[config.mk]
export PLATFORM = sky130hd
export DESIGN_NAME = dmac_buf_arbiter
export DESIGN_NICKNAME = d
export VERILOG_FILES = /design/src/rtl/dmac_pkg.sv /design/src/rtl/dmac_rr_arb.sv /design/src/rtl/dmac_buf_arbiter.sv
export SDC_FILE = /design/constraint.sdc
export NUM_CORES = 1
export LEC_CHECK = 0
export CAP_MARGIN = 20
export CORE_AREA = 2 2 383 385
export CTS_CLUSTER_SIZE = 14
export DETAILED_ROUTE_END_ITERATION = 16
export DIE_AREA = 0 0 385 387
export PLACE_DENSITY = 0.3
export REMOVE_ABC_BUFFERS = 1
export SLEW_MARGIN = 20
export SYNTH_ARGS = -nofsm -noshare
export SYNTH_HDL_FRONTEND = slang
export SYNTH_SLANG_ARGS = --single-unit
[constraint.sdc]
create_clock -name clk -period 7.2 [get_ports clk]
set_input_delay 1.8 -clock clk [delete_from_list [all_inputs] [get_ports clk]]
set_output_delay 1.8 -clock clk [all_outputs]
set_load 0.005 [all_outputs]
[src/rtl/dmac_pkg.sv]
// -----------------------------------------------------------------------------
// dmac_pkg
//   Shared types and helpers for the DMA controller buffer arbiter.
//   - arb_state_e : arbiter FSM states (IDLE, CMD, DATA)
//   - dmac_cmd_t  : command record as seen at the buffer's cmd_in side,
//                   laid out for the default 32-bit address configuration
//   - rr_next     : round-robin successor of a channel index
// -----------------------------------------------------------------------------
package dmac_pkg;

    localparam int DMAC_ADDR_WD = 32;
    localparam int DMAC_OFF_WD  = $clog2(DMAC_ADDR_WD / 8);

    typedef enum logic [1:0] {
        IDLE = 2'd0,
        CMD  = 2'd1,
        DATA = 2'd2
    } arb_state_e;

    typedef struct packed {
        logic [DMAC_OFF_WD-1:0]  src_offset;
        logic [DMAC_ADDR_WD-1:0] dst_addr;
        logic [1:0]              burst;
        logic [DMAC_ADDR_WD-1:0] len;
        logic [2:0]              size;
    } dmac_cmd_t;

    // Next channel after cur, wrapping modulo n (n need not be a power of 2).
    function automatic int rr_next(input int cur, input int n);
        return (cur + 1 >= n) ? 0 : cur + 1;
    endfunction

endpackage

[src/rtl/dmac_rr_arb.sv]
// -----------------------------------------------------------------------------
// dmac_rr_arb
//   Combinational round-robin pick: the first asserted request at or above
//   ptr, wrapping modulo N.
// Ports
//   req  in  N          request vector
//   ptr  in  $clog2(N)  highest-priority position
//   any  out 1          at least one request present
//   idx  out $clog2(N)  winning request index (0 when any=0)
// -----------------------------------------------------------------------------
module dmac_rr_arb #(
    parameter int N = 8
) (
    input  logic [N-1:0]         req,
    input  logic [$clog2(N)-1:0] ptr,
    output logic                 any,
    output logic [$clog2(N)-1:0] idx
);

    localparam int IDX_W = $clog2(N);

    logic [IDX_W:0] k;

    always_comb begin
        any = 1'b0;
        idx = '0;
        k   = '0;
        // Scan N positions starting at ptr; the extra bit in k absorbs
        // ptr+i before the wrap is folded back below N.
        for (int i = 0; i < N; i++) begin
            k = {1'b0, ptr} + (IDX_W+1)'(i);
            if (k >= (IDX_W+1)'(N)) begin
                k = k - (IDX_W+1)'(N);
            end
            if (!any && req[k[IDX_W-1:0]]) begin
                any = 1'b1;
                idx = k[IDX_W-1:0];
            end
        end
    end

endmodule

[src/rtl/dmac_buf_arbiter.sv]
// -----------------------------------------------------------------------------
// dmac_buf_arbiter
//   Shares the single dmac_buffer write side between CHANNEL_COUNT channel
//   read engines. One channel is granted round-robin; its command and then
//   its data beats (through the last beat) are forwarded combinationally to
//   the buffer, after which a new grant is made.
// Ports
//   clk, rst_n                 clock, async active-low reset
//   ch_cmd_valid/ready         per-channel command handshake (ready one-hot/0)
//   ch_cmd_src_offset/dst_addr/burst/len/size   packed per-channel commands
//   ch_data_valid/ready        per-channel data handshake (ready one-hot/0)
//   ch_data, ch_data_last      packed per-channel data beats
//   cmd_out_*                  command to buffer cmd_in_*
//   data_out_valid/ready, data_out, data_out_last   data to buffer data_in_*
//   grant_id                   channel currently owning the buffer
//   busy                       FSM not idle
//   len_err                    pulse with a beat whose count disagrees with len
// -----------------------------------------------------------------------------
module dmac_buf_arbiter
    import dmac_pkg::*;
#(
    parameter int ADDR_WD       = 32,
    parameter int DATA_WD       = 32,
    parameter int CHANNEL_COUNT = 8,
    parameter int MAX_BURST_LEN = 16
) (
    input  logic                                           clk,
    input  logic                                           rst_n,
    input  logic [CHANNEL_COUNT-1:0]                       ch_cmd_valid,
    output logic [CHANNEL_COUNT-1:0]                       ch_cmd_ready,
    input  logic [CHANNEL_COUNT*$clog2(ADDR_WD/8)-1:0]     ch_cmd_src_offset,
    input  logic [CHANNEL_COUNT*ADDR_WD-1:0]               ch_cmd_dst_addr,
    input  logic [CHANNEL_COUNT*2-1:0]                     ch_cmd_burst,
    input  logic [CHANNEL_COUNT*ADDR_WD-1:0]               ch_cmd_len,
    input  logic [CHANNEL_COUNT*3-1:0]                     ch_cmd_size,
    input  logic [CHANNEL_COUNT-1:0]                       ch_data_valid,
    output logic [CHANNEL_COUNT-1:0]                       ch_data_ready,
    input  logic [CHANNEL_COUNT*DATA_WD-1:0]               ch_data,
    input  logic [CHANNEL_COUNT-1:0]                       ch_data_last,
    output logic                                           cmd_out_valid,
    input  logic                                           cmd_out_ready,
    output logic [$clog2(ADDR_WD/8)-1:0]                   cmd_out_src_offset,
    output logic [ADDR_WD-1:0]                             cmd_out_dst_addr,
    output logic [1:0]                                     cmd_out_burst,
    output logic [ADDR_WD-1:0]                             cmd_out_len,
    output logic [2:0]                                     cmd_out_size,
    output logic                                           data_out_valid,
    input  logic                                           data_out_ready,
    output logic [DATA_WD-1:0]                             data_out,
    output logic                                           data_out_last,
    output logic [$clog2(CHANNEL_COUNT)-1:0]               grant_id,
    output logic                                           busy,
    output logic                                           len_err
);

    localparam int N     = CHANNEL_COUNT;
    localparam int IDX_W = $clog2(N);
    localparam int OFF_W = $clog2(ADDR_WD / 8);
    localparam int CNT_W = $clog2(MAX_BURST_LEN);
    localparam logic [CNT_W-1:0] CNT_MAX = CNT_W'(MAX_BURST_LEN - 1);

    arb_state_e        state_q,    state_d;
    logic [IDX_W-1:0]  grant_id_q, grant_id_d;
    logic [IDX_W-1:0]  rr_ptr_q,   rr_ptr_d;
    logic [CNT_W-1:0]  beat_cnt_q, beat_cnt_d;
    logic [CNT_W-1:0]  exp_len_q,  exp_len_d;

    logic              arb_any;
    logic [IDX_W-1:0]  arb_idx;
    logic              cmd_hs;
    logic              data_hs;

    // Per-channel views of the packed input buses.
    logic [OFF_W-1:0]   off_arr   [N];
    logic [ADDR_WD-1:0] dst_arr   [N];
    logic [1:0]         burst_arr [N];
    logic [ADDR_WD-1:0] len_arr   [N];
    logic [2:0]         size_arr  [N];
    logic [DATA_WD-1:0] data_arr  [N];

    for (genvar g = 0; g < N; g++) begin : g_unpack
        assign off_arr[g]   = ch_cmd_src_offset[g*OFF_W +: OFF_W];
        assign dst_arr[g]   = ch_cmd_dst_addr[g*ADDR_WD +: ADDR_WD];
        assign burst_arr[g] = ch_cmd_burst[g*2 +: 2];
        assign len_arr[g]   = ch_cmd_len[g*ADDR_WD +: ADDR_WD];
        assign size_arr[g]  = ch_cmd_size[g*3 +: 3];
        assign data_arr[g]  = ch_data[g*DATA_WD +: DATA_WD];
    end

    dmac_rr_arb #(
        .N (N)
    ) u_rr_arb (
        .req (ch_cmd_valid),
        .ptr (rr_ptr_q),
        .any (arb_any),
        .idx (arb_idx)
    );

    // Payloads follow the grant unconditionally; only valid/ready are gated
    // by state, so forwarding adds no latency.
    assign cmd_out_src_offset = off_arr[grant_id_q];
    assign cmd_out_dst_addr   = dst_arr[grant_id_q];
    assign cmd_out_burst      = burst_arr[grant_id_q];
    assign cmd_out_len        = len_arr[grant_id_q];
    assign cmd_out_size       = size_arr[grant_id_q];
    assign data_out           = data_arr[grant_id_q];
    assign data_out_last      = ch_data_last[grant_id_q];

    assign grant_id = grant_id_q;
    assign busy     = (state_q != IDLE);

    assign cmd_hs  = (state_q == CMD)  && ch_cmd_valid[grant_id_q]  && cmd_out_ready;
    assign data_hs = (state_q == DATA) && ch_data_valid[grant_id_q] && data_out_ready;

    always_comb begin
        state_d        = state_q;
        grant_id_d     = grant_id_q;
        rr_ptr_d       = rr_ptr_q;
        beat_cnt_d     = beat_cnt_q;
        exp_len_d      = exp_len_q;
        cmd_out_valid  = 1'b0;
        ch_cmd_ready   = '0;
        data_out_valid = 1'b0;
        ch_data_ready  = '0;
        len_err        = 1'b0;

        unique case (state_q)
            IDLE: begin
                if (arb_any) begin
                    grant_id_d = arb_idx;
                    state_d    = CMD;
                end
            end

            CMD: begin
                cmd_out_valid            = ch_cmd_valid[grant_id_q];
                ch_cmd_ready[grant_id_q] = cmd_out_ready;
                if (cmd_hs) begin
                    beat_cnt_d = '0;
                    exp_len_d  = len_arr[grant_id_q][CNT_W-1:0];
                    state_d    = DATA;
                end
            end

            DATA: begin
                data_out_valid            = ch_data_valid[grant_id_q];
                ch_data_ready[grant_id_q] = data_out_ready;
                if (data_hs) begin
                    // Flag a short/long burst but keep forwarding; only a
                    // real last beat releases the buffer.
                    len_err = ( ch_data_last[grant_id_q] && (beat_cnt_q != exp_len_q)) ||
                              (!ch_data_last[grant_id_q] && (beat_cnt_q == CNT_MAX));
                    if (beat_cnt_q != CNT_MAX) begin
                        beat_cnt_d = beat_cnt_q + 1'b1;
                    end
                    if (ch_data_last[grant_id_q]) begin
                        rr_ptr_d = IDX_W'(rr_next(int'(grant_id_q), N));
                        state_d  = IDLE;
                    end
                end
            end

            default: state_d = IDLE;
        endcase
    end

    always_ff @(posedge clk or negedge rst_n) begin
        if (!rst_n) begin
            state_q    <= IDLE;
            grant_id_q <= '0;
            rr_ptr_q   <= '0;
            beat_cnt_q <= '0;
            exp_len_q  <= '0;
        end else begin
            state_q    <= state_d;
            grant_id_q <= grant_id_d;
            rr_ptr_q   <= rr_ptr_d;
            beat_cnt_q <= beat_cnt_d;
            exp_len_q  <= exp_len_d;
        end
    end

endmodule

==> reports/results.ini, run 1 <==
[critical_path]
cpMaxStageDelayCell = a22oi_1
crit_family = buffers and inverters
crit_required_ps = 5400
critPathBufInv = 2
reg2reg_to = grant_id[0]
slowest_delay_ps = 1000
cp.arrival_ps = 4820
path_class = in2out
crit_start = ch_cmd_dst_addr[162]
crit_end = cmd_out_dst_addr[2]
crit_path_start_kind = primary input
path_cells = clkdlybuf4s50_1 > a22oi_1 > nand4_1 > clkdlybuf4s50_1
r2r_setup_slack_ps = 3560
endpoint_kind = primary output
cp.depth = 4
cpMostUsedCell = clkdlybuf4s50_1
worst-r2r-cell-count = 8
crit_fanout = 2
rr_startpoint = rr_ptr_q[1]

[power]
leakage_nw = 5.72
power_mw = 5.72
powerDensity_mw_per_mm2 = 309
peakVddDrop_uv = 165

[timing]
finalCritPeriodShare = 0.919
maxSlewViolCount = 0
fin_crit_ps = 6620
worstMarginPinSlew_ps = 1250
clock.fmax_mhz = 151
slew_headroom = 0.163
finalSetupTns_ps = 0
rsz0062_at_grt = false
hold_violations = 0
fin_worst_skew_ps = 4.30
setup_viol = 0
worst_slack_ps = 584

[logic_synthesis]
ys_async_sr_fraction = 1.00
ys_dominant_reg_cell = dfrtp_1
netlist_instances = 834
yosysWarnings = 0
yosysUniqueCellTypes = 60
synth-edff-count = 0
netlist_area_sq_mm = 0.00612
ys_ff_latch = 16
synth-seq-area-share = 0.0654
syn_area_per_cell_sq_um = 7.34

[placement]
place_congestion = 0.896
io_buffers = 978
dpl_cell_area_sq_mm = 0.0184
hpwl_mm = 102
pre_cts_ws_ps = 854

[clocking]
clkSlewWorstSetupHoldPaths_ps = 50
cts_root_buf = clkbuf_16
numCtsBuffers = 3
cts_tree = built
cts_sinks = 16
cts_resized = 0
cts_post_setup_buffers_inserted = 0
clk_latency_ps = 250
htreeDepth = 1
cts_hold_buf = 0
clk_path_buf_depth = 2

[die]
start_util = 0.0423
fp.dieH_um = 387
rows = 140
die_x_um = 385
fp.dieArea_sq_mm = 0.149
core_area_sq_mm = 0.145
io_pins = 979

[layout]
drive_above_1_share = 0.0462
fin_area_sq_mm = 0.0185
nets = 2611
syn_to_final_growth_pct = 202

[route]
drt_iter0_markers = 1048
postRouteAntennaNets = 0
wl_mm = 118
wl_per_cell_um = 32.0
route.vias.total = 12542
viasPerCell = 3.40
detail_route.drc_violations = 0
dr.pass1.iters = 5

[grt]
grt_usage = 0.150
grt_max_degree = 96
grt_pass1_wl_mm = 146
grt.overflow.total = 0
grt_pass1_vias = 13080
antenna_found_initial = 61

[worst_hold_path]
hold_path_class = reg2reg

[status]
status = completed

[job]
max-cap-violations = 0

[layout make-up]
cell class	count	area [sq um]
sequential	16	400
tap	1917	2400
clock buffer	4	88.8
inverter	12	45.0
antenna	14	35.0
timing repair buffer	1023	10200
multi-input combinational	699	5300
fill	16642	126000
[routing by layer]
metal,part of all wire,vias to the layer above,global-route usage,wire length (um)
li1,-,5474,-,-
met1,0.42,6181,0.194,49800
met2,0.48,769,0.260,56800
met3,0.081,94,0.0334,9560
met4,0.012,24,0.0136,1400
met5,0.0013,-,0,158
[power by group]
part	switching, mW	leakage [nW]	internal [mW]
Clock	0.0399	0.0442	0.0847
Sequential	0.0827	0.206	0.124
Combinational	3.21	5.46	2.18
Total	3.33	5.72	2.39
[stage by stage]
step | std cells | hold slack, ps | util
after floorplan | 727 | 478 | -
after global placement | 3666 | 506 | 0.127
after detailed placement | 3667 | 506 | 0.127
after CTS | 3671 | 524 | 0.128
after global routing | 3674 | 549 | 0.128
final | 3685 | 528 | 0.128
[cell usage in the layout, fill, tap and decap left out, types with 5 or more instances in the layout]
master,synthesis,layout
nand3_1,7,7
inv_1,12,12
mux2_1,5,5
buf_12,0,9
mux4_2,10,10
a21oi_1,7,7
nor2_1,24,24
mux2i_1,11,11
dfrtp_1,16,16
diode_2,0,14
clkdlybuf4s50_1,0,978
mux2_2,6,6
nand2b_1,6,6
xnor2_1,6,6
nand2_1,14,14
nor3_1,6,5
a22oi_1,418,417
buf_4,1,35
nand4_1,105,105
[state kept, by name (all words and copies together), names as in the netlist]
name	count
rr_ptr_q	3
grant_id	3
beat_cnt_q	4
state_q	2
exp_len_q	4
[cells by family (layout without fill, tap and decap cells)]
logic type	Yosys count	in the layout	share of synthesized area
adders and majority gates	4	4	0.00818
muxes	35	35	0.0861
and+or+nand+nor	192	192	0.183
DFF	16	16	0.0654
AOI/OAI and AO/OA	458	458	0.565
buffers and inverters	119	1039	0.0777
other	0	14	0
xor gates and xnor gates	10	10	0.0143
[cells in the mapped netlist, types with 7 or more instances]
| cell type | number | share of area |
|---|---|---|
| nand3_1 | 7 | 0.0057 |
| clkbuf_1 | 87 | 0.053 |
| dfrtp_1 | 16 | 0.065 |
| inv_1 | 12 | 0.0074 |
| nor2_1 | 24 | 0.015 |
| nand2_1 | 14 | 0.0086 |
| buf_1 | 12 | 0.0074 |
| mux4_2 | 10 | 0.037 |
| nand4_1 | 105 | 0.11 |
| a22oi_1 | 418 | 0.51 |
| mux2i_1 | 11 | 0.018 |
| a21oi_1 | 7 | 0.0057 |
[how the worst min path moves through the flow]
stage	to	slack [ps]	from	cells after the start
floorplan	exp_len_q[1]	480	exp_len_q[1]	1
global placement	exp_len_q[1]	510	exp_len_q[1]	1
detailed placement	exp_len_q[1]	510	exp_len_q[1]	1
CTS	exp_len_q[1]	520	exp_len_q[1]	1
global route	exp_len_q[3]	550	exp_len_q[3]	1
finish	exp_len_q[1]	530	exp_len_q[1]	1
Note: power is estimated with default switching activity, not from simulation.
==> run 2, diff against run 1 <==
Settings changed: CORE_AREA 2 2 383 385 to 2 2 377 379, DIE_AREA 0 0 385 387 to 0 0 379 381, SKIP_CTS_REPAIR_TIMING set to 1.
Clock period 7.2 ns to 6.11 ns, I/O delays scaled along.
==> reports/results.ini, run 2 (synthesis results as in run 1) <==
[die]
fp.dieH_um = 381  ; was 387 um
start_util = 0.0435  ; was 0.0423
die_x_um = 379  ; was 385 um
core_area_sq_mm = 0.141  ; was 0.145 sq mm
rows = 138  ; was 140
io_pins = 979  ; unchanged
fp.dieArea_sq_mm = 0.144  ; was 0.149 sq mm

[power]
switchingPower_mw = 3.58  ; was 3.33 mW
peakVddDrop_uv = 162  ; was 165 uV
internal_power_mw = 2.88  ; was 2.39 mW
p_sw_frac = 0.554  ; was 0.582
p_comb_frac = 0.940  ; was 0.942
clock_power_share = 0.022  ; about the same
leakage_nw = 5.79  ; was 5.72 nW
power_frac_seq = 0.037  ; was 0.036
power_mw = 6.46  ; was 5.72 mW
powerDensity_mw_per_mm2 = 347  ; was 309 mW/mm^2

[timing]
setup_viol = 0  ; unchanged
maxSlewViolCount = 0  ; unchanged
clock.fmax_mhz = 191
slew_headroom = 0.413  ; was 0.163
worst_slack_ps = 885  ; was 584 ps
finalCritPeriodShare = 0.855
fin_worst_skew_ps = 3.11  ; was 4.30 ps
rsz0062_at_grt = false  ; unchanged
worstMarginPinSlew_ps = 878  ; was 1250 ps
finalSetupTns_ps = 0  ; unchanged
fin_crit_ps = 5230
hold_violations = 0  ; unchanged

[grt]
grt_max_degree = 62  ; was 96
grt_usage = 0.129  ; was 0.150
grt.overflow.total = 0  ; unchanged
antenna_found_initial = 22  ; was 61
grt_pass1_wl_mm = 127  ; was 146 mm
grt_pass1_vias = 12925  ; was 13080

[critical_path]
crit_fanout = 5  ; was 2
crit_path_start_kind = primary input  ; unchanged
path_class = in2out  ; unchanged
crit_required_ps = 4580  ; was 5400 ps
endpoint_kind = primary output  ; unchanged
cp.arrival_ps = 3700  ; was 4820 ps

[layout]
drive_above_1_share = 0.0527  ; was 0.0462
final_cell_mix = clkdlybuf4s50_1, a22oi_1, nand4_1  ; unchanged
regArea_sq_um = 400  ; unchanged
nets = 2621  ; was 2611
syn_to_final_growth_pct = 204  ; was 202%
final_common_cell = clkdlybuf4s50_1  ; unchanged
instances_no_fill = 3660  ; was 3685
reg_top3 = beat_cnt_q x4, exp_len_q x4  ; unchanged
utilization = 0.132  ; was 0.128
num-fill-cells = 16255  ; was 16642
multiInputGateArea_sq_mm = 0.00529  ; was 0.00530 sq mm

[placement]
hpwl_mm = 85.3  ; was 102 mm
placed_cells = 3650  ; was 3667
place_congestion = 0.888  ; was 0.896
io_buffers = 978  ; unchanged
pre_cts_ws_ps = 875  ; was 854 ps

[clocking]
cts_root_buf = clkbuf_16  ; unchanged
htreeDepth = 1  ; unchanged
cts_tree = built  ; unchanged
clk_path_buf_depth = 2  ; unchanged
cts_sinks = 16  ; unchanged
numCtsBuffers = 3  ; unchanged
clkSlewWorstSetupHoldPaths_ps = 50  ; about the same
clk_latency_ps = 250  ; about the same

[route]
viasPerCell = 3.28  ; was 3.40
drt_iter0_markers = 749  ; was 1048
wl_per_cell_um = 27.1  ; was 32.0 um
postRouteAntennaNets = 0  ; unchanged
detail_route.drc_violations = 0  ; unchanged
route.vias.total = 12016  ; was 12542
dr.pass1.iters = 5  ; unchanged
wl_mm = 99.0  ; was 118 mm

[job]
max-cap-violations = 0  ; unchanged

[worst_hold_path]
hold_path_class = reg2reg  ; unchanged

[status]
status = completed  ; unchanged

run 2: per-stage QoR:
step | hold slack (ps) | instance area, sq um
finish | 524 | 18600
global route | 536 | 18600
CTS | 525 | 18600
detailed placement | 505 | 18500
global placement | 511 | 18500
floorplan | 478 | 5690
run 2: per-layer routing:
layer | GRT usage | vias to the layer above | wire length, um
li1 | - | 5490 | -
met1 | 0.161 | 5883 | 41500
met3 | 0.0268 | 36 | 6900
met4 | 0.00808 | 10 | 760
met5 | 0 | - | 59
met2 | 0.236 | 597 | 49800
run 2: worst max-delay path: stages:
cell and delay [ps]:
clkdlybuf4s50_1 410, mux2_1 290, mux4_2 520, o311ai_4 390, nor2_1 100, clkdlybuf4s50_1 460
run 2: final timing paths:
path / from / endpoint / slack, ps / cells after the start
setup / recovery: ch_data_valid[7] / len_err / 880 / 6
hold / removal: exp_len_q[2] / exp_len_q[2] / 520 / 1
setup reg to reg: rr_ptr_q[0] / grant_id[2] / 2240 / 8
hold reg to reg: exp_len_q[2] / exp_len_q[2] / 520 / 1
max in group asynchronous: rst_n / grant_id[0] / 3790 / 1
min in group asynchronous: rst_n / exp_len_q[1] / 1780 / 1
run 2: power groups by stage:
stage / clock [mW] / sequential [mW] / combinational (mW)
floorplan: 0 / 0.226 / 1.99
global placement: 0 / 0.248 / 6.39
detailed placement: 0 / 0.246 / 6.39
CTS: 0.146 / 0.245 / 6.42
global route: 0.152 / 0.256 / 6.55
finish: 0.143 / 0.242 / 6.07
run 2: area by class of cell:
cell class	instances	area share
multi-input cells	699	0.284
repair buffers	1033	0.559
clock buffers	4	0.00477
flip-flops and latches	16	0.0215
inverters	12	0.00242
well taps	1890	0.127
diodes	6	0.000807
==> run 3, diff against run 2 <==
Clock period 6.11 ns to 5.65 ns, I/O delays scaled along.
==> reports/results.ini, run 3 (synthesis results as in run 1) <==
[status]
status = completed  ; unchanged

[clocking]
clk_latency_ps = 260  ; was 250 ps
cts_root_buf = clkbuf_16  ; unchanged
clk_path_buf_depth = 2  ; unchanged
clkSlewWorstSetupHoldPaths_ps = 50  ; about the same
htreeDepth = 1  ; unchanged
numCtsBuffers = 3  ; unchanged
cts_tree = built  ; unchanged
cts_sinks = 16  ; unchanged

[timing]
finalCritPeriodShare = 0.878
fin_worst_skew_ps = 5.03  ; was 3.11 ps
finalSetupTns_ps = 0  ; unchanged
clock.fmax_mhz = 202
rsz0062_at_grt = false  ; unchanged
hold_violations = 0  ; unchanged
maxSlewViolCount = 0  ; unchanged
fin_crit_ps = 4960
slew_headroom = 0.383  ; was 0.413
setup_viol = 0  ; unchanged
worstMarginPinSlew_ps = 923  ; was 878 ps

[route]
postRouteAntennaNets = 0  ; unchanged
detail_route.drc_violations = 0  ; unchanged
wl_per_cell_um = 26.9  ; was 27.1 um
dr.pass1.iters = 5  ; unchanged
viasPerCell = 3.29  ; was 3.28
route.vias.total = 12041  ; was 12016
wl_mm = 98.6  ; was 99.0 mm
drt_iter0_markers = 701  ; was 749

[layout]
reg_top3 = beat_cnt_q x4, exp_len_q x4  ; unchanged
final_common_cell = clkdlybuf4s50_1  ; unchanged
syn_to_final_growth_pct = 205  ; was 204%
nets = 2626  ; was 2621
drive_above_1_share = 0.0554  ; was 0.0527
final_cell_mix = clkdlybuf4s50_1, a22oi_1, nand4_1  ; unchanged
instances_no_fill = 3665  ; was 3660

[placement]
place_congestion = 0.910  ; was 0.888
hpwl_mm = 84.7  ; was 85.3 mm
io_buffers = 978  ; unchanged
placed_cells = 3655  ; was 3650

[power]
leakage_nw = 5.81  ; was 5.79 nW
peakVddDrop_uv = 219  ; was 162 uV
powerDensity_mw_per_mm2 = 377  ; was 347 mW/mm^2

[grt]
grt.overflow.total = 0  ; unchanged
grt_pass1_vias = 12728  ; was 12925
grt_usage = 0.128  ; was 0.129
grt_pass1_wl_mm = 125  ; was 127 mm
grt_max_degree = 56  ; was 62
antenna_found_initial = 15  ; was 22

[die]
fp.dieH_um = 381  ; unchanged
fp.dieArea_sq_mm = 0.144  ; unchanged
core_area_sq_mm = 0.141  ; unchanged
start_util = 0.0435  ; unchanged
io_pins = 979  ; unchanged
rows = 138  ; unchanged
die_x_um = 379  ; unchanged

[critical_path]
path_class = in2out  ; unchanged
cp.arrival_ps = 3550  ; was 3700 ps
crit_required_ps = 4240  ; was 4580 ps
crit_fanout = 5  ; unchanged
crit_path_start_kind = primary input  ; unchanged
endpoint_kind = primary output  ; unchanged

[worst_hold_path]
hold_path_class = reg2reg  ; unchanged

[job]
max-cap-violations = 0  ; unchanged

==> run 3: changes by cell type in the layout (fill, tap and decap cells not counted), sizes merged <==
cell and change:
buf +5
==> run 3: critical path: stages <==
cell	delay (ps)
clkdlybuf4s50_1	400
mux2_1	290
mux4_2	520
o311ai_4	380
nor2_1	90
clkdlybuf4s50_1	450
==> run 3: path summary, 6_finish.rpt <==
| check | startpoint | end | slack (ps) | cells after the start |
|---|---|---|---|---|
| max in group asynchronous | rst_n | beat_cnt_q[2] | 3410 | 1 |
| min in group asynchronous | rst_n | exp_len_q[2] | 1680 | 1 |
| max | ch_data_valid[7] | len_err | 690 | 6 |
| max reg2reg | rr_ptr_q[1] | grant_id[2] | 2030 | 8 |
| min | exp_len_q[2] | exp_len_q[2] | 520 | 1 |
| min reg2reg | exp_len_q[2] | exp_len_q[2] | 520 | 1 |
==> run 3: routing by layer <==
layer	GRT usage	part of all wire	vias to the layer above
met2	0.230	0.50	577
met3	0.0284	0.071	40
met1	0.160	0.42	5918
li1	-	-	5496
met5	0	0.00068	-
met4	0.0112	0.0087	10
==> run 3: layout make-up <==
cell class | instances | area (sq um)
clock buffers | 4 | 88.8
well taps | 1890 | 2360
repair buffers | 1038 | 10500
fillers | 16259 | 122000
diodes | 6 | 15.0
flip-flops and latches | 16 | 400
inverters | 12 | 45.0
multi-input cells | 699 | 5290
==> run 3: stage by stage <==
stage / hold slack, ps / worst slack, ps / power [mW] / instance area [sq um] / util
floorplan: 478 / -3420 / 2.39 / 5690 / -
global placement: 504 / -14.7 / 7.22 / 18500 / 0.132
detailed placement: 509 / 676 / 7.19 / 18600 / 0.132
CTS: 523 / 668 / 7.39 / 18700 / 0.133
global route: 542 / 580 / 7.55 / 18700 / 0.133
finish: 516 / 688 / 7.04 / 18700 / 0.133
==> run 3: where the power goes <==
part	switching [mW]	leakage, nW	internal (mW)
sequential	0.0955	0.206	0.158
clock	0.0521	0.0442	0.108
combinational	3.74	5.56	2.88
